## src/rtl/psram_cmd_queue_pkg.sv

```systemverilog
// Shared types for the PSRAM command queue: request entry, FSM states,
// and the controller address width.
package psram_pkg;

  localparam int PS_ADDR_W = 25;

  typedef struct packed {
    logic                 write;
    logic [PS_ADDR_W-1:0] addr;   // byte address bits [26:2]
    logic [31:0]          wdata;
    logic [3:0]           wbe;
  } psram_req_t;

  typedef enum logic {
    ST_IDLE,
    ST_WAIT_RD
  } psram_state_t;

endpackage

```

## src/rtl/psram_cmd_queue_if.sv

```systemverilog
// Client request/response port plus the ps_* controller command port.
// slave = queue side, master = client/controller model side.
interface psram_cmd_queue_if;
  import psram_pkg::*;

  logic                 req_valid;
  logic                 req_ready;
  logic                 req_write;
  logic [PS_ADDR_W-1:0] req_addr;
  logic [31:0]          req_wdata;
  logic [3:0]           req_wbe;

  logic                 rsp_valid;
  logic [31:0]          rsp_rdata;

  logic [PS_ADDR_W-1:0] ps_addr;
  logic                 ps_re;
  logic                 ps_we;
  logic                 ps_refresh;
  logic [31:0]          ps_wdata;
  logic [3:0]           ps_wbe;
  logic                 ps_cmdready;
  logic [31:0]          ps_rdata;
  logic                 ps_rdready;

  modport slave (
    input  req_valid, req_write, req_addr, req_wdata, req_wbe,
    input  ps_cmdready, ps_rdata, ps_rdready,
    output req_ready, rsp_valid, rsp_rdata,
    output ps_addr, ps_re, ps_we, ps_refresh, ps_wdata, ps_wbe
  );

  modport master (
    output req_valid, req_write, req_addr, req_wdata, req_wbe,
    output ps_cmdready, ps_rdata, ps_rdready,
    input  req_ready, rsp_valid, rsp_rdata,
    input  ps_addr, ps_re, ps_we, ps_refresh, ps_wdata, ps_wbe
  );

endinterface

```

## src/rtl/psram_cmd_queue_fifo.sv

```systemverilog
// Small in-order request FIFO. Flags derive from a registered occupancy
// count, so full never depends combinationally on a same-cycle pop.
// Head is read straight out of the storage registers.
module psram_req_fifo
  import psram_pkg::*;
#(
  parameter int DEPTH = 4
) (
  input  logic       clk100m,
  input  logic       phy_rst,
  input  logic       push,
  input  psram_req_t din,
  input  logic       pop,
  output psram_req_t head,
  output logic       empty,
  output logic       full
);

  localparam int AW = $clog2(DEPTH);

  psram_req_t      mem [DEPTH];
  logic [AW-1:0]   wr_ptr;
  logic [AW-1:0]   rd_ptr;
  logic [AW:0]     count;

  assign head  = mem[rd_ptr];
  assign empty = (count == '0);
  assign full  = (count == (AW+1)'(DEPTH));

  // storage write; contents are don't-care until count covers them
  always_ff @(posedge clk100m) begin
    if (push) mem[wr_ptr] <= din;
  end

  // pointers and occupancy; callers never push when full or pop when empty
  always_ff @(posedge clk100m or posedge phy_rst) begin
    if (phy_rst) begin
      wr_ptr <= '0;
      rd_ptr <= '0;
      count  <= '0;
    end else begin
      if (push) wr_ptr <= wr_ptr + 1'b1;
      if (pop)  rd_ptr <= rd_ptr + 1'b1;
      if (push && !pop)      count <= count + 1'b1;
      else if (pop && !push) count <= count - 1'b1;
    end
  end

endmodule

```

## src/rtl/psram_cmd_queue.sv

```systemverilog
// PSRAM request queue and refresh scheduler.
// Buffers client requests, issues them in order on ps_*, tracks one
// outstanding read and returns its data as a one-cycle pulse.
// Build option: define PSRAM_CMDQ_REFRESH_EN to include the periodic
// refresh counter, pending count and sticky refresh_overrun.
module psram_cmd_queue
  import psram_pkg::*;
#(
  parameter int DEPTH        = 4,
  parameter int REFI_CYCLES  = 780,
  parameter int MAX_POSTPONE = 8
) (
  input  logic               clk100m,
  input  logic               phy_rst,
  psram_cmd_queue_if.slave   bus,
  output logic               refresh_overrun
);

  psram_req_t   enq_req;
  psram_req_t   head;
  psram_state_t state;
  logic         fifo_full;
  logic         fifo_empty;
  logic         push;
  logic         pop;
  logic         accept;
  logic         ref_pend;
  logic         rd_prev;
  logic         rd_rise;

  assign enq_req = '{write: bus.req_write, addr: bus.req_addr,
                     wdata: bus.req_wdata, wbe: bus.req_wbe};

  assign bus.req_ready = ~fifo_full;
  assign push          = bus.req_valid & ~fifo_full;
  assign accept        = bus.ps_cmdready & (bus.ps_re | bus.ps_we | bus.ps_refresh);
  assign pop           = accept & (bus.ps_re | bus.ps_we);
  assign rd_rise       = bus.ps_rdready & ~rd_prev;

  psram_req_fifo #(.DEPTH(DEPTH)) u_fifo (
    .clk100m (clk100m),
    .phy_rst (phy_rst),
    .push    (push),
    .din     (enq_req),
    .pop     (pop),
    .head    (head),
    .empty   (fifo_empty),
    .full    (fifo_full)
  );

  // command decode: refresh beats the FIFO head; nothing issued while a read is in flight
  always_comb begin
    bus.ps_re      = 1'b0;
    bus.ps_we      = 1'b0;
    bus.ps_refresh = 1'b0;
    bus.ps_addr    = '0;
    bus.ps_wdata   = '0;
    bus.ps_wbe     = '0;
    if (state == ST_IDLE) begin
      if (ref_pend) begin
        bus.ps_refresh = 1'b1;
      end else if (!fifo_empty) begin
        bus.ps_re    = ~head.write;
        bus.ps_we    = head.write;
        bus.ps_addr  = head.addr;
        bus.ps_wdata = head.wdata;
        bus.ps_wbe   = head.wbe;
      end
    end
  end

  // issue FSM and read-return capture; ps_rdready edges outside WAIT_RD are ignored
  always_ff @(posedge clk100m or posedge phy_rst) begin
    if (phy_rst) begin
      state         <= ST_IDLE;
      rd_prev       <= 1'b0;
      bus.rsp_valid <= 1'b0;
      bus.rsp_rdata <= '0;
    end else begin
      rd_prev       <= bus.ps_rdready;
      bus.rsp_valid <= 1'b0;
      case (state)
        ST_IDLE: begin
          if (accept && bus.ps_re) state <= ST_WAIT_RD;
        end
        ST_WAIT_RD: begin
          if (rd_rise) begin
            state         <= ST_IDLE;
            bus.rsp_valid <= 1'b1;
            bus.rsp_rdata <= bus.ps_rdata;
          end
        end
        default: state <= ST_IDLE;
      endcase
    end
  end

`ifdef PSRAM_CMDQ_REFRESH_EN
  localparam int RW = (REFI_CYCLES > 1) ? $clog2(REFI_CYCLES) : 1;
  localparam int PW = $clog2(MAX_POSTPONE + 2);
  localparam logic [RW-1:0] REFI_RELOAD = RW'(REFI_CYCLES - 1);
  localparam logic [PW-1:0] PEND_MAX    = PW'(MAX_POSTPONE + 1);

  logic [RW-1:0] refi_cnt;
  logic [PW-1:0] pend;
  logic [PW-1:0] pend_nxt;
  logic          refi_tick;
  logic          ref_acc;

  assign refi_tick = (refi_cnt == '0);
  assign ref_acc   = accept & bus.ps_refresh;
  assign ref_pend  = (pend != '0);

  // pending count: a tick and an accept in the same cycle cancel out
  always_comb begin
    pend_nxt = pend;
    if (refi_tick && !ref_acc && pend != PEND_MAX) pend_nxt = pend + 1'b1;
    else if (ref_acc && !refi_tick)                pend_nxt = pend - 1'b1;
  end

  // refresh interval down-counter
  always_ff @(posedge clk100m or posedge phy_rst) begin
    if (phy_rst) refi_cnt <= REFI_RELOAD;
    else         refi_cnt <= refi_tick ? REFI_RELOAD : refi_cnt - 1'b1;
  end

  // pending refreshes and sticky overrun flag
  always_ff @(posedge clk100m or posedge phy_rst) begin
    if (phy_rst) begin
      pend            <= '0;
      refresh_overrun <= 1'b0;
    end else begin
      pend <= pend_nxt;
      if (pend_nxt == PEND_MAX) refresh_overrun <= 1'b1;
    end
  end
`else
  logic unused_refresh_cfg;

  assign ref_pend           = 1'b0;
  assign refresh_overrun    = 1'b0;
  assign unused_refresh_cfg = ^{REFI_CYCLES, MAX_POSTPONE};
`endif

endmodule
```

## src/flat_wrapper.sv

```systemverilog
// flat-port wrapper written by rule: the top's interface ports become plain ports
module psram_cmd_queue_flat import psram_pkg::*;
#(
  parameter int DEPTH        = 4,
  parameter int REFI_CYCLES  = 780,
  parameter int MAX_POSTPONE = 8
)
  (clk100m, phy_rst, refresh_overrun, bus_req_valid, bus_req_write, bus_req_addr, bus_req_wdata, bus_req_wbe, bus_ps_cmdready, bus_ps_rdata, bus_ps_rdready, bus_req_ready, bus_rsp_valid, bus_rsp_rdata, bus_ps_addr, bus_ps_re, bus_ps_we, bus_ps_refresh, bus_ps_wdata, bus_ps_wbe);
  psram_cmd_queue_if bus_i ();
  input  logic clk100m;
  input  logic phy_rst;
  output logic refresh_overrun;
  input wire logic [$bits(bus_i.req_valid)-1:0] bus_req_valid;
  input wire logic [$bits(bus_i.req_write)-1:0] bus_req_write;
  input wire logic [$bits(bus_i.req_addr)-1:0] bus_req_addr;
  input wire logic [$bits(bus_i.req_wdata)-1:0] bus_req_wdata;
  input wire logic [$bits(bus_i.req_wbe)-1:0] bus_req_wbe;
  input wire logic [$bits(bus_i.ps_cmdready)-1:0] bus_ps_cmdready;
  input wire logic [$bits(bus_i.ps_rdata)-1:0] bus_ps_rdata;
  input wire logic [$bits(bus_i.ps_rdready)-1:0] bus_ps_rdready;
  output wire logic [$bits(bus_i.req_ready)-1:0] bus_req_ready;
  output wire logic [$bits(bus_i.rsp_valid)-1:0] bus_rsp_valid;
  output wire logic [$bits(bus_i.rsp_rdata)-1:0] bus_rsp_rdata;
  output wire logic [$bits(bus_i.ps_addr)-1:0] bus_ps_addr;
  output wire logic [$bits(bus_i.ps_re)-1:0] bus_ps_re;
  output wire logic [$bits(bus_i.ps_we)-1:0] bus_ps_we;
  output wire logic [$bits(bus_i.ps_refresh)-1:0] bus_ps_refresh;
  output wire logic [$bits(bus_i.ps_wdata)-1:0] bus_ps_wdata;
  output wire logic [$bits(bus_i.ps_wbe)-1:0] bus_ps_wbe;
  assign bus_i.req_valid = bus_req_valid;
  assign bus_i.req_write = bus_req_write;
  assign bus_i.req_addr = bus_req_addr;
  assign bus_i.req_wdata = bus_req_wdata;
  assign bus_i.req_wbe = bus_req_wbe;
  assign bus_i.ps_cmdready = bus_ps_cmdready;
  assign bus_i.ps_rdata = bus_ps_rdata;
  assign bus_i.ps_rdready = bus_ps_rdready;
  assign bus_req_ready = bus_i.req_ready;
  assign bus_rsp_valid = bus_i.rsp_valid;
  assign bus_rsp_rdata = bus_i.rsp_rdata;
  assign bus_ps_addr = bus_i.ps_addr;
  assign bus_ps_re = bus_i.ps_re;
  assign bus_ps_we = bus_i.ps_we;
  assign bus_ps_refresh = bus_i.ps_refresh;
  assign bus_ps_wdata = bus_i.ps_wdata;
  assign bus_ps_wbe = bus_i.ps_wbe;
  psram_cmd_queue #(.DEPTH(DEPTH), .REFI_CYCLES(REFI_CYCLES), .MAX_POSTPONE(MAX_POSTPONE)) u_core (.clk100m(clk100m), .phy_rst(phy_rst), .bus(bus_i), .refresh_overrun(refresh_overrun));
endmodule
```

## config.mk

```make
export PLATFORM = sky130hd
export DESIGN_NAME = psram_cmd_queue_flat
export DESIGN_NICKNAME = d
export VERILOG_FILES = /design/src/rtl/psram_cmd_queue_pkg.sv /design/src/rtl/psram_cmd_queue_if.sv /design/src/rtl/psram_cmd_queue_fifo.sv /design/src/rtl/psram_cmd_queue.sv /design/src/flat_wrapper.sv
export SDC_FILE = /design/constraint.sdc
export NUM_CORES = 1
export LEC_CHECK = 0
export CORE_MARGIN = 2
export CORE_UTILIZATION = 44
export CTS_CLUSTER_DIAMETER = 50
export DETAILED_ROUTE_END_ITERATION = 16
export PLACE_DENSITY = 0.78
export SETUP_SLACK_MARGIN = 0.4
export SLEW_MARGIN = 10
export SYNTH_ARGS = -nofsm -noshare
export SYNTH_HDL_FRONTEND = slang
export SYNTH_HIERARCHICAL = 1
export SYNTH_SLANG_ARGS = --single-unit
export TNS_END_PERCENT = 1
```

## constraint.sdc

```tcl
create_clock -name clk100m -period 6.4 [get_ports clk100m]
set_clock_uncertainty 0.15 [all_clocks]
set_input_delay 0.64 -clock clk100m [delete_from_list [all_inputs] [get_ports clk100m]]
set_output_delay 0.64 -clock clk100m [all_outputs]
set_load 0.02 [all_outputs]
```

Yosys cells after proc, flatten, opt, wreduce, memory -nomap -nowiden

Memory sizes are Yosys's and may differ from the RTL's.
Index checks and enable logic that the tools add are counted.

Add/sub/neg operators: 4
Bitwise operators: 9
Eq/ne operators: 1
Muxes and demuxes: 19
Reductions and logical operators: 8

Operators by type and width:

| operator              | number |
|---|---|
| $mux W32              | 2 |
| $mux W25              | 2 |
| $mux W1               | 10 |
| $mux W4               | 2 |
| $mux W3               | 2 |
| $add A2 B1 Y2 const B | 2 |
| $and A1 B1 Y1         | 4 |
| $not A1 Y1            | 4 |
| $add A3 B1 Y3 const B | 1 |
| $eq A3 B3 Y1 const B  | 1 |
| $logic_and A1 B1 Y1   | 3 |
| $logic_not A3 Y1      | 1 |
| $sub A3 B1 Y3 const B | 1 |
| $logic_not A1 Y1      | 2 |
| $pmux W1 S2           | 1 |
| $reduce_and A2 Y1     | 1 |
| $reduce_bool A2 Y1    | 1 |
| $or A1 B1 Y1          | 1 |

Memory bits (writable): 248
Register bits after elaboration: 42
Output and inout bits: 99
Memories: 1
Logic and storage cells: 49

Memory list:

| name              | words | width | read ports | clocked after memory_dff | write ports | RTL line                   | text |
|---|---|---|---|---|---|---|---|
| u_core.u_fifo.mem | 4     | 62    | 1          | 0                        | 1           | psram_cmd_queue_fifo.sv:21 | `psram_req_t mem [DEPTH];` |

Logic depth before layout (Yosys ltp)

Gate-level depths: netlist of run 1.
An unclocked memory read counts as a cell.

Word-level depth: 10
Depth in mapped cells: 11
Depth with buffers taken out: 10

Cells and area by module

The synthesis of run 1 kept the hierarchy.

Modules (own cells, without submodules):

| module          | cells an instance | area each (µm²) | sequential area each (µm²) | times used |
|---|---|---|---|---|
| psram_req_fifo  | 359               | 9,419.0         | 7,622.3                    | 1 |
| psram_cmd_queue | 152               | 1,754.2         | 875.8                      | 1 |

Worst setup path after synthesis of run 1

Ideal clock, no wire load.

Kind: input to register
Start: input bus_req_valid
End: memory u_core/u_fifo/mem[0][0] (netlist bit), enable pin
Required time: 5,824 ps
Buffers on the path: 0
Stages on the path: 2
Path slack: 3,332 ps
Data arrival time: 2,492 ps
Setup time: 426 ps
Path through: nor2b_1 > and2_1

Cells in the longest elaborated chain, start to end: 3

Ends and longest elaborated chain:

| item                          | RTL line                   | text |
|---|---|---|
| start, declared               | flat_wrapper.sv:13         | `input wire logic [$bits(bus_i.req_valid)-1:0] bus_req_valid;` |
| $and A1 B1 Y1                 | psram_cmd_queue.sv:35      | `assign push = bus.req_valid & ~fifo_full;` |
| $mux W1                       | psram_cmd_queue_fifo.sv:32 | `if (push) mem[wr_ptr] <= din;` |
| $mux W1 (implied by the code) | psram_cmd_queue_fifo.sv:32 |  |
| end, declared                 | psram_cmd_queue_fifo.sv:21 |  |

Every way passes these cells.

==> flow_metrics.py, run 1 <==
metrics = {
    "place": {
        "placed_cell_area_um2": 13400,
        "port_buffers": 195,
        "dp_hpwl_um": 12800,
        "pre_cts_ws_ps": 2680,
        "finalWeightedCongestion": 0.761,
    },
    "drt": {
        "drtAntennaViolNets": 0,
        "drt_iter0_drc": 325,
        "vias": 5515,
        "viasPerCell": 5.14,
        "drt_pass1_iterations": 6,
        "routedWlPerCell_um": 20.3,
        "drt_wl_total_um": 21700,
        "remaining_drc_errors": 0,
    },
    "clocking": {
        "htreeDepth": 1,
        "path_clk_slew_ps": 60,
        "clock_latency_ps": 540,
        "ctsRootBufferMaster": "clkbuf_16",
        "cts_made_buffers": 31,
        "post_cts_resized": 0,
        "post_cts_buffers": 0,
        "clockBufferDepth": 3,
        "ctsHoldBuffers": 0,
        "cts_tree": "yes",
        "clock-sinks": 290,
    },
    "synthesis": {
        "seq_area_frac_synth_pct": 76.1,
        "synth-async-reset-ratio_pct": 14.5,
        "yosysUniqueCellTypes": 26,
        "synth_top_area_share_pct": 66.7,
        "synthTopCellsByCount": "edfxtp_1 (248), and2_1 (66), mux4_2 (58), dfrtp_1 (42), mux2_2 (33)",
        "synthMostInstantiatedCell": "edfxtp_1",
        "synth_edf_count": 248,
        "synth_flop_cell": "edfxtp_1",
        "ys_top_cells_by_area": "edfxtp_1 (67%), mux4_2 (12%), dfrtp_1 (9.4%)",
        "yosysTopAreaCell": "edfxtp_1",
        "synth_area_um2": 11200,
        "synth_warnings": 6,
        "syn_area_per_cell_um2": 21.9,
        "ys_seq_elements": 290,
        "synth_cells": 511,
    },
    "layout": {
        "fin_area_um2": 14400,
        "fillCellCount": 1850,
        "antennaDiodeCount": 0,
        "syn2layout_area_growth_pct": 28.6,
        "fin_nets": 823,
        "final_util_pct": 57.4,
        "drive_above_1_share_pct": 20.2,
    },
    "timing": {
        "timing.final.crit_share_pct": 65.3,
        "slew_headroom_pct": 31.7,
        "final-setup-viol-count": 0,
        "worst_slack_ps": 2220,
        "rsz0062_at_grt": "false",
        "timing.final.crit_period_ps": 4180,
        "hold_ws_ps": 243,
        "worst_pin_slew_ps": 1020,
        "finalHoldViolCount": 0,
        "finalMaxSlewViolations": 0,
        "fmax_ghz": 0.239,
        "setup-tns-final_ps": 0,
    },
    "run_status": {
        "status": "completed",
    },
    "global_route": {
        "top_usage_layer": "met2",
        "first_global_vias": 6064,
        "met2_usage_pct": 28.1,
        "grtUsageMet1_pct": 21.3,
        "antenna_found_initial": 0,
        "overflow": 0,
        "grt_max_degree": 64,
        "use_met3_pct": 3.63,
        "grt_pass1_wl_um": 33300,
        "grt_use_total_pct": 16.3,
    },
    "pwr": {
        "leakagePower_nw": 4.91,
        "cellPowerDensity_nw_per_um2": 500,
        "p_int_mw": 4.92,
        "p_sw_share_pct": 31.5,
        "pwr-share-comb_pct": 36.4,
        "pwr-share-seq_pct": 39.6,
        "switching_power_mw": 2.26,
        "peakVddDrop_v": 0.000334,
        "clkPwrFrac_pct": 24.0,
    },
    "die": {
        "dieArea_um2": 26700,
        "io_pins": 198,
        "initial_utilization_pct": 44.6,
        "placementRows": 58,
        "core_area_um2": 25000,
        "die_w_um": 163,
        "die_y_um": 163,
    },
    "worst_setup_path": {
        "crit_required_ps": 5610,
        "path_max_fanout": 41,
        "endpoint": "bus_ps_wbe[0]",
        "max_stage_delay_ps": 950,
        "reg2reg_from": "u_core/u_fifo/count[0]$_DFFE_PP0P_",
        "reg2regPathDepth": 11,
        "crit_path_start": "u_core/u_fifo/rd_ptr[0]$_DFFE_PP0P_",
        "path_cells": "buf_4, mux4_1, and2_1, clkdlybuf4s50_1",
        "cp-start-kind": "flop",
        "crit_path_end_kind": "output port",
        "r2r-end": "u_core/u_fifo/count[2]$_DFFE_PP0P_",
        "crit_type": "reg2out",
        "rrSetupSlack_ps": 3430,
        "cp.arrival_ps": 3390,
        "crit_path_top_delay_cell": "dfrtp_4",
    },
    "hold_path": {
        "hp-class": "in2async",
    },
    "job": {
        "max_cap_violations": 0,
    },
}
placed cells by master, fill, tap and decap left out, types with 2 or more instances in the layout:
| cell | netlist | routed |
|---|---|---|
| and2_4 | 0 | 4 |
| clkbuf_16 | 0 | 34 |
| clkinv_1 | 0 | 2 |
| nand2_1 | 2 | 2 |
| xnor2_1 | 2 | 2 |
| and2_1 | 66 | 62 |
| ha_1 | 5 | 5 |
| mux4_2 | 58 | 58 |
| inv_1 | 9 | 9 |
| inv_6 | 0 | 4 |
| conb_1 | 1 | 2 |
| dfrtp_4 | 0 | 2 |
| clkinv_4 | 0 | 3 |
| mux4_1 | 4 | 4 |
| xor2_1 | 4 | 4 |
| dfrtp_1 | 42 | 40 |
| buf_4 | 4 | 3 |
| clkdlybuf4s50_1 | 0 | 195 |
| clkbuf_1 | 6 | 7 |
| nor3_1 | 3 | 3 |
| clkinv_2 | 0 | 5 |
| edfxtp_1 | 248 | 248 |
| mux2_2 | 33 | 33 |
cell families (layout without fill, tap and decap cells):
| family | after synthesis | in the layout | share of synthesized area [%] |
|---|---|---|---|
| DFF | 290 | 290 | 76.1 |
| muxes | 95 | 95 | 16.0 |
| and+or+nand+nor | 77 | 77 | 4.24 |
| buffers and inverters | 34 | 264 | 2.36 |
| adders and majority gates | 6 | 6 | 0.739 |
| xor gates and xnor gates | 6 | 6 | 0.470 |
| AOI/OAI and AO/OA | 2 | 2 | 0.134 |
| other | 1 | 2 | 0.0336 |
critical path, delay by kind of cell (launching register included):
| kind | cells | cell delay [ps] |
|---|---|---|
| buffers and inverters | 2 | 1090 |
| flip-flops | 1 | 950 |
| multiplexers | 1 | 600 |
| AND/OR/NAND/NOR | 1 | 170 |
registers in the layout, summed over array words and instances, names as in the netlist:
signal,count
u_core/bus.rsp_valid,1
u_core/u_fifo/wr_ptr,2
u_core/rd_prev,1
u_core/u_fifo/rd_ptr,2
u_core/u_fifo/mem,248
u_core/u_fifo/count,3
u_core/bus.rsp_rdata,32
u_core/state,1
through the flow:
step | power, mW | cells
final | 7.18 | 1072
after CTS | 7.29 | 1072
after floorplan | 4.43 | 512
after detailed placement | 5.54 | 1015
after global placement | 5.45 | 1015
after global routing | 7.55 | 1072
cell type report:
class                           instances  area (um2)  area share, %
Tap cell                              330         413           2.87
Inverter                                9        33.8          0.235
Sequential cell                       290        8510           59.2
Clock inverter                         16         135          0.940
Multi-Input combinational cell        188        2430           16.9
Timing Repair Buffer                  198        1970           13.7
Clock buffer                           41         877           6.10
how the worst min path moves through the flow:
stage	from	end	slack [ps]
final	phy_rst	u_core/u_fifo/rd_ptr[0]$_DFFE_PP0P_	240
after CTS	phy_rst	u_core/u_fifo/rd_ptr[0]$_DFFE_PP0P_	230
after global routing	phy_rst	u_core/u_fifo/rd_ptr[0]$_DFFE_PP0P_	250
after floorplan	phy_rst	u_core/u_fifo/count[0]$_DFFE_PP0P_	290
after detailed placement	u_core/bus.rsp_rdata[8]$_DFFE_PP0P_	u_core/bus.rsp_rdata[8]$_DFFE_PP0P_	340
after global placement	u_core/u_fifo/count[2]$_DFFE_PP0P_	u_core/u_fifo/count[2]$_DFFE_PP0P_	320
power groups by stage:
stage	sequential, mW	clock (mW)	combinational, mW
3_5_place_dp	2.89	0	2.64
6_report	2.84	1.73	2.62
5_1_grt	2.90	1.85	2.80
3_3_place_gp	2.85	0	2.60
2_1_floorplan	2.82	0	1.61
4_1_cts	2.86	1.77	2.66
layer usage:
layer  part of all wire (%)  wire length [um]
met5                      0                 0
met4                    1.3               292
met3                    7.8              1690
met2                     50             10900
met1                     41              8840
(Power assumes the default switching activity.)
==> run 2: changes to the inputs <==
Clock period 6.4 ns to 4.2 ns, I/O delays scaled along.
==> run 2 against run 1 <==
Power increased by 52%. Clock power increased by 47%. Sequential share of layout area decreased by 0.088 points. Final cell count increased by 0.28%. Hold slack got worse by 200 ps. Wire length about the same. Register-to-register slack got worse by 2000 ps. Via count increased by 0.47%. Sequential cell count unchanged. Global-route usage decreased by 0.098 points. Count of clock-buffer cells in the layout increased by 7. Critical path depth unchanged.
==> flow_metrics.py, run 2 (synthesis gave the netlist of run 1 again) <==
metrics = {
    "run_status": {
        "status": "completed",
    },
    "layout": {
        "final_util_pct": 57.5,
        "fillCellCount": 1829,
        "largest_reg_flops": 248,
        "final_cell_mix": "edfxtp_1 (248), clkdlybuf4s50_1 (195), and2_1 (62)",
        "largest_register": "u_core/u_fifo/mem",
        "fin_nets": 826,
        "fin_area_um2": 14400,
        "multi_input_area_um2": 2430,
        "reg.largest.list": "u_core/u_fifo/mem x248, u_core/bus.rsp_rdata x32, u_core/u_fifo/count x3",
        "mostFrequentLayoutCell": "edfxtp_1",
        "regArea_um2": 8510,
        "antennaDiodeCount": 0,
        "syn2layout_area_growth_pct": 28.8,
        "drive_above_1_share_pct": 20.5,
    },
    "die": {
        "die_w_um": 163,
        "dieArea_um2": 26700,
        "io_pins": 198,
        "placementRows": 58,
        "core_area_um2": 25000,
        "die_y_um": 163,
        "initial_utilization_pct": 44.6,
    },
    "pwr": {
        "leakagePower_nw": 4.92,
        "cellPowerDensity_nw_per_um2": 760,
        "peakVddDrop_v": 0.000467,
        "p_total_mw": 10.9,
    },
    "worst_setup_path": {
        "cp-start-kind": "flop",
        "crit_required_ps": 3630,
        "path_cells": "buf_4, mux4_2, and2_1, clkdlybuf4s50_1",
        "crit_path_end_kind": "output port",
        "r2r-end": "u_core/u_fifo/count[2]$_DFFE_PP0P_",
        "crit_type": "reg2out",
        "cp.arrival_ps": 2890,
        "rrSetupSlack_ps": 1400,
        "path_max_fanout": 45,
        "max_stage_delay_ps": 880,
        "crit_path_top_delay_cell": "dfrtp_4",
        "reg2reg_from": "u_core/u_fifo/count[0]$_DFFE_PP0P_",
        "reg2regPathDepth": 10,
    },
    "drt": {
        "drtAntennaViolNets": 0,
        "drt_iter0_drc": 254,
        "routedWlPerCell_um": 20.2,
        "drt_pass1_iterations": 4,
        "viasPerCell": 5.15,
        "vias": 5541,
        "remaining_drc_errors": 0,
        "drt_wl_total_um": 21800,
    },
    "timing": {
        "finalMaxSlewViolations": 0,
        "slew_headroom_pct": 31.9,
        "hold_ws_ps": 38.6,
        "fmax_ghz": 0.289,
        "timing.final.crit_share_pct": 82.5,
        "timing.final.crit_period_ps": 3460,
        "worst_pin_slew_ps": 1020,
        "final-setup-viol-count": 0,
        "finalHoldViolCount": 0,
        "rsz0062_at_grt": "false",
        "setup-tns-final_ps": 0,
    },
    "clocking": {
        "clock-sinks": 290,
        "post_cts_buffers": 0,
        "ctsHoldBuffers": 0,
        "path_clk_slew_ps": 60,
        "cts_made_buffers": 31,
        "post_cts_resized": 0,
        "cts_tree": "yes",
        "clockBufferDepth": 3,
        "clock_latency_ps": 540,
        "htreeDepth": 1,
        "ctsRootBufferMaster": "clkbuf_16",
    },
    "place": {
        "finalWeightedCongestion": 0.756,
        "port_buffers": 195,
        "placed_cell_area_um2": 13400,
        "dp_hpwl_um": 13000,
    },
    "global_route": {
        "first_global_vias": 6011,
        "grt_use_total_pct": 16.2,
        "grt_max_degree": 63,
        "grt_pass1_wl_um": 33100,
        "overflow": 0,
        "antenna_found_initial": 0,
    },
    "hold_path": {
        "hp-class": "in2async",
    },
    "job": {
        "max_cap_violations": 0,
    },
}
## run 2: cell types whose count changed in the layout (fill, tap and decap cells not counted), sizes merged
cell,previous run,this run
clkbuf,41,48
inv,14,10
clkinvlp,0,1
buf,3,6
clkinv,10,7
bufinv,1,0
## run 2: report_power, final
group	switching, mW	total, mW	internal (mW)
Combinational	2.03	4.16	2.12
Sequential	0.356	4.23	3.87
Clock	1.04	2.55	1.52
## run 2: critical path: cells and delay by family (launching register included)
family / cells / cell delay (ps)
multiplexers: 1 / 340
AND/OR/NAND/NOR: 1 / 160
flip-flops: 1 / 880
buffers and inverters: 2 / 960
## run 2: stage by stage
stage	setup WS [ps]	cells
6_report	735	1075
5_1_grt	510	1075
4_1_cts	482	1074
3_5_place_dp	1090	1017
3_3_place_gp	1080	1017
2_1_floorplan	1260	512
## run 2: how the worst max path moves through the flow
stage                                                   start  cells after the start                                 to  slack [ps]
after floorplan            u_core/u_fifo/count[2]$_DFFE_PP0P_                      3  u_core/u_fifo/mem[0][0]$_DFFE_PP_        1260
after global placement    u_core/u_fifo/rd_ptr[0]$_DFFE_PP0P_                      4                     bus_ps_addr[3]        1080
after detailed placement  u_core/u_fifo/rd_ptr[0]$_DFFE_PP0P_                      4                   bus_ps_wdata[28]        1090
after CTS                 u_core/u_fifo/rd_ptr[0]$_DFFE_PP0P_                      4                   bus_ps_wdata[28]         480
after global routing       u_core/u_fifo/count[0]$_DFFE_PP0P_                      5                      bus_ps_wbe[1]         510
final                     u_core/u_fifo/rd_ptr[1]$_DFFE_PP0P_                      4                   bus_ps_wdata[28]         740
## run 2: cell type report
type	instances	area share (%)
Clock buffer	48	6.47
Clock inverter	9	0.383
Inverter	9	0.235
Multi-Input combinational cell	188	16.9
Sequential cell	290	59.1
Tap cell	330	2.87
Timing Repair Buffer	201	14.0
## run 2: metal layers
metal  vias to the layer above  share of wire [%]  global-route usage [%]
met2                       211                 49                    27.9
met3                        36                7.6                    3.25
met5                         -                  0                       0
met4                         0                2.1                    4.51
li1                       2440                  -                       -
met1                      2854                 41                    21.0
==> run 3: changes to the inputs <==
Settings changed: PLACE_DENSITY 0.78 to 0.8.
Clock period 4.2 ns to 2.8 ns, I/O delays scaled along.
==> run 3 against run 2 <==
Count of clock-buffer cells in the layout is 7 lower. Largest power group is now combinational cells. Clock power is 51% higher. Via count shrank 0.52%. Highest routed layer unchanged. Register-to-register slack got worse by 1000 ps. Sequential power up 45%.
==> flow_metrics.py, run 3 (synthesis gave the netlist of run 1 again) <==
metrics = {
    "run_status": {
        "status": "completed",
    },
    "timing": {
        "timing.final.crit_share_pct": 94.4,
        "hold_ws_ps": 132,
        "worst_pin_slew_ps": 854,
        "fmax_ghz": 0.378,
        "finalHoldViolCount": 0,
        "slew_headroom_pct": 42.7,
        "rsz0062_at_grt": "true",
        "timing.final.crit_period_ps": 2640,
        "worst_slack_ps": 158,
        "finalMaxSlewViolations": 0,
        "setup-tns-final_ps": 0,
        "final-setup-viol-count": 0,
    },
    "layout": {
        "largest_reg_flops": 248,
        "multi_input_area_um2": 2440,
        "final_util_pct": 58.5,
        "fillCellCount": 1876,
        "final_cell_mix": "edfxtp_1 (248), clkdlybuf4s50_1 (132), mux4_2 (59)",
        "antennaDiodeCount": 0,
        "fin_nets": 854,
        "drive_above_1_share_pct": 30.9,
        "reg.largest.list": "u_core/u_fifo/mem x248, u_core/bus.rsp_rdata x32, u_core/u_fifo/count x3",
        "syn2layout_area_growth_pct": 31.1,
        "largest_register": "u_core/u_fifo/mem",
        "regArea_um2": 8510,
        "mostFrequentLayoutCell": "edfxtp_1",
    },
    "clocking": {
        "ctsRootBufferMaster": "clkbuf_16",
        "clock-sinks": 290,
        "clockBufferDepth": 3,
        "cts_tree": "yes",
        "cts_made_buffers": 31,
        "htreeDepth": 1,
        "path_clk_slew_ps": 60,
        "clock_latency_ps": 540,
    },
    "drt": {
        "drt_pass1_iterations": 5,
        "drt_wl_total_um": 21900,
        "remaining_drc_errors": 0,
        "drtAntennaViolNets": 0,
        "routedWlPerCell_um": 19.8,
        "vias": 5512,
        "viasPerCell": 4.99,
        "drt_iter0_drc": 271,
    },
    "hold_path": {
        "holdPathStages": 1,
        "hold_end": "u_core/rd_prev$_DFF_PP0_",
        "hp-class": "in2reg",
        "min_from": "bus_ps_rdready",
    },
    "worst_setup_path": {
        "reg2regPathDepth": 11,
        "path_max_fanout": 6,
        "cp-start-kind": "flop",
        "reg2reg_from": "u_core/u_fifo/count[0]$_DFFE_PP0P_",
        "cp.arrival_ps": 2210,
        "crit_top_cell": "buf_6",
        "crit_path_top_delay_cell": "dfrtp_4",
        "crit_type": "reg2out",
        "path_cells": "buf_6, buf_12, buf_16, mux4_2, and2_4, buf_6",
        "timing.critical_path.buf_inv": 4,
        "rrSetupSlack_ps": 400,
        "crit_path_end_kind": "output port",
        "max_stage_delay_ps": 530,
        "critPathTopFamily": "flip-flops",
        "crit_required_ps": 2370,
        "r2r-end": "u_core/u_fifo/count[2]$_DFFE_PP0P_",
    },
    "global_route": {
        "grt_pass1_wl_um": 33200,
        "grt_max_degree": 63,
        "antenna_found_initial": 0,
        "first_global_vias": 5851,
        "grt_use_total_pct": 16.3,
        "overflow": 0,
    },
    "place": {
        "finalWeightedCongestion": 0.711,
        "pre_cts_ws_ps": 299,
        "port_buffers": 195,
        "dp_hpwl_um": 13400,
    },
    "pwr": {
        "peakVddDrop_v": 0.000753,
        "cellPowerDensity_nw_per_um2": 1140,
        "leakagePower_nw": 5.22,
    },
    "die": {
        "dieArea_um2": 26700,
        "core_area_um2": 25000,
        "die_y_um": 163,
        "io_pins": 198,
        "die_w_um": 163,
        "placementRows": 58,
        "initial_utilization_pct": 44.6,
    },
    "job": {
        "max_cap_violations": 0,
    },
}
-- run 3: layout make-up --
type                       count  share of cell area, %
clock inverter                17                   1.04
multi-input combinational    188                   16.7
tap                          330                   2.82
clock buffer                  41                   5.62
inverter                       9                  0.231
sequential                   290                   58.1
timing repair buffer         229                   15.6
-- run 3: how the worst max path moves through the flow --
stage                                             end  cells past startpoint  slack, ps                                start
floorplan           u_core/u_fifo/mem[2][0]$_DFFE_PP_                      3       -140   u_core/u_fifo/count[2]$_DFFE_PP0P_
global placement                        bus_ps_wbe[1]                      4        300  u_core/u_fifo/rd_ptr[0]$_DFFE_PP0P_
detailed placement                    bus_ps_addr[10]                      6        300   u_core/u_fifo/count[0]$_DFFE_PP0P_
CTS                                   bus_ps_wdata[6]                      5         90  u_core/u_fifo/rd_ptr[0]$_DFFE_PP0P_
global route                          bus_ps_addr[22]                      6        100  u_core/u_fifo/rd_ptr[0]$_DFFE_PP0P_
finish                                bus_ps_addr[20]                      6        160  u_core/u_fifo/rd_ptr[0]$_DFFE_PP0P_
-- run 3: metrics by stage --
step                cell area [um2]  power (mW)  std cells
floorplan                     11200        10.1        512
global placement              13600        12.8       1029
detailed placement            13600        12.9       1029
CTS                           14800        16.9       1101
global route                  14600        17.5       1104
finish                        14600        16.6       1104
-- run 3: layer usage --
metal,vias to the layer above,global-route usage (%),part of all wire (%)
li1,2507,-,-
met1,2788,21.0,41
met2,194,28.1,50
met3,23,4.22,7.1
met4,0,3.38,1.3
met5,-,0,0
-- run 3: power by group --
group	internal, mW	total, mW	switching [mW]
Sequential	5.79	6.15	0.354
Combinational	3.29	6.66	3.36
Clock	2.26	3.84	1.58
-- run 3: timing repair --
action / CTS / global route
setup buffers: 10 / 1
cloned: 3 / 2
endpoints found under the hold margin: 7 / 0
hold buffers: 1 / 0
setup endpoints to repair: 63 / 66
resized for setup: 177 / 70
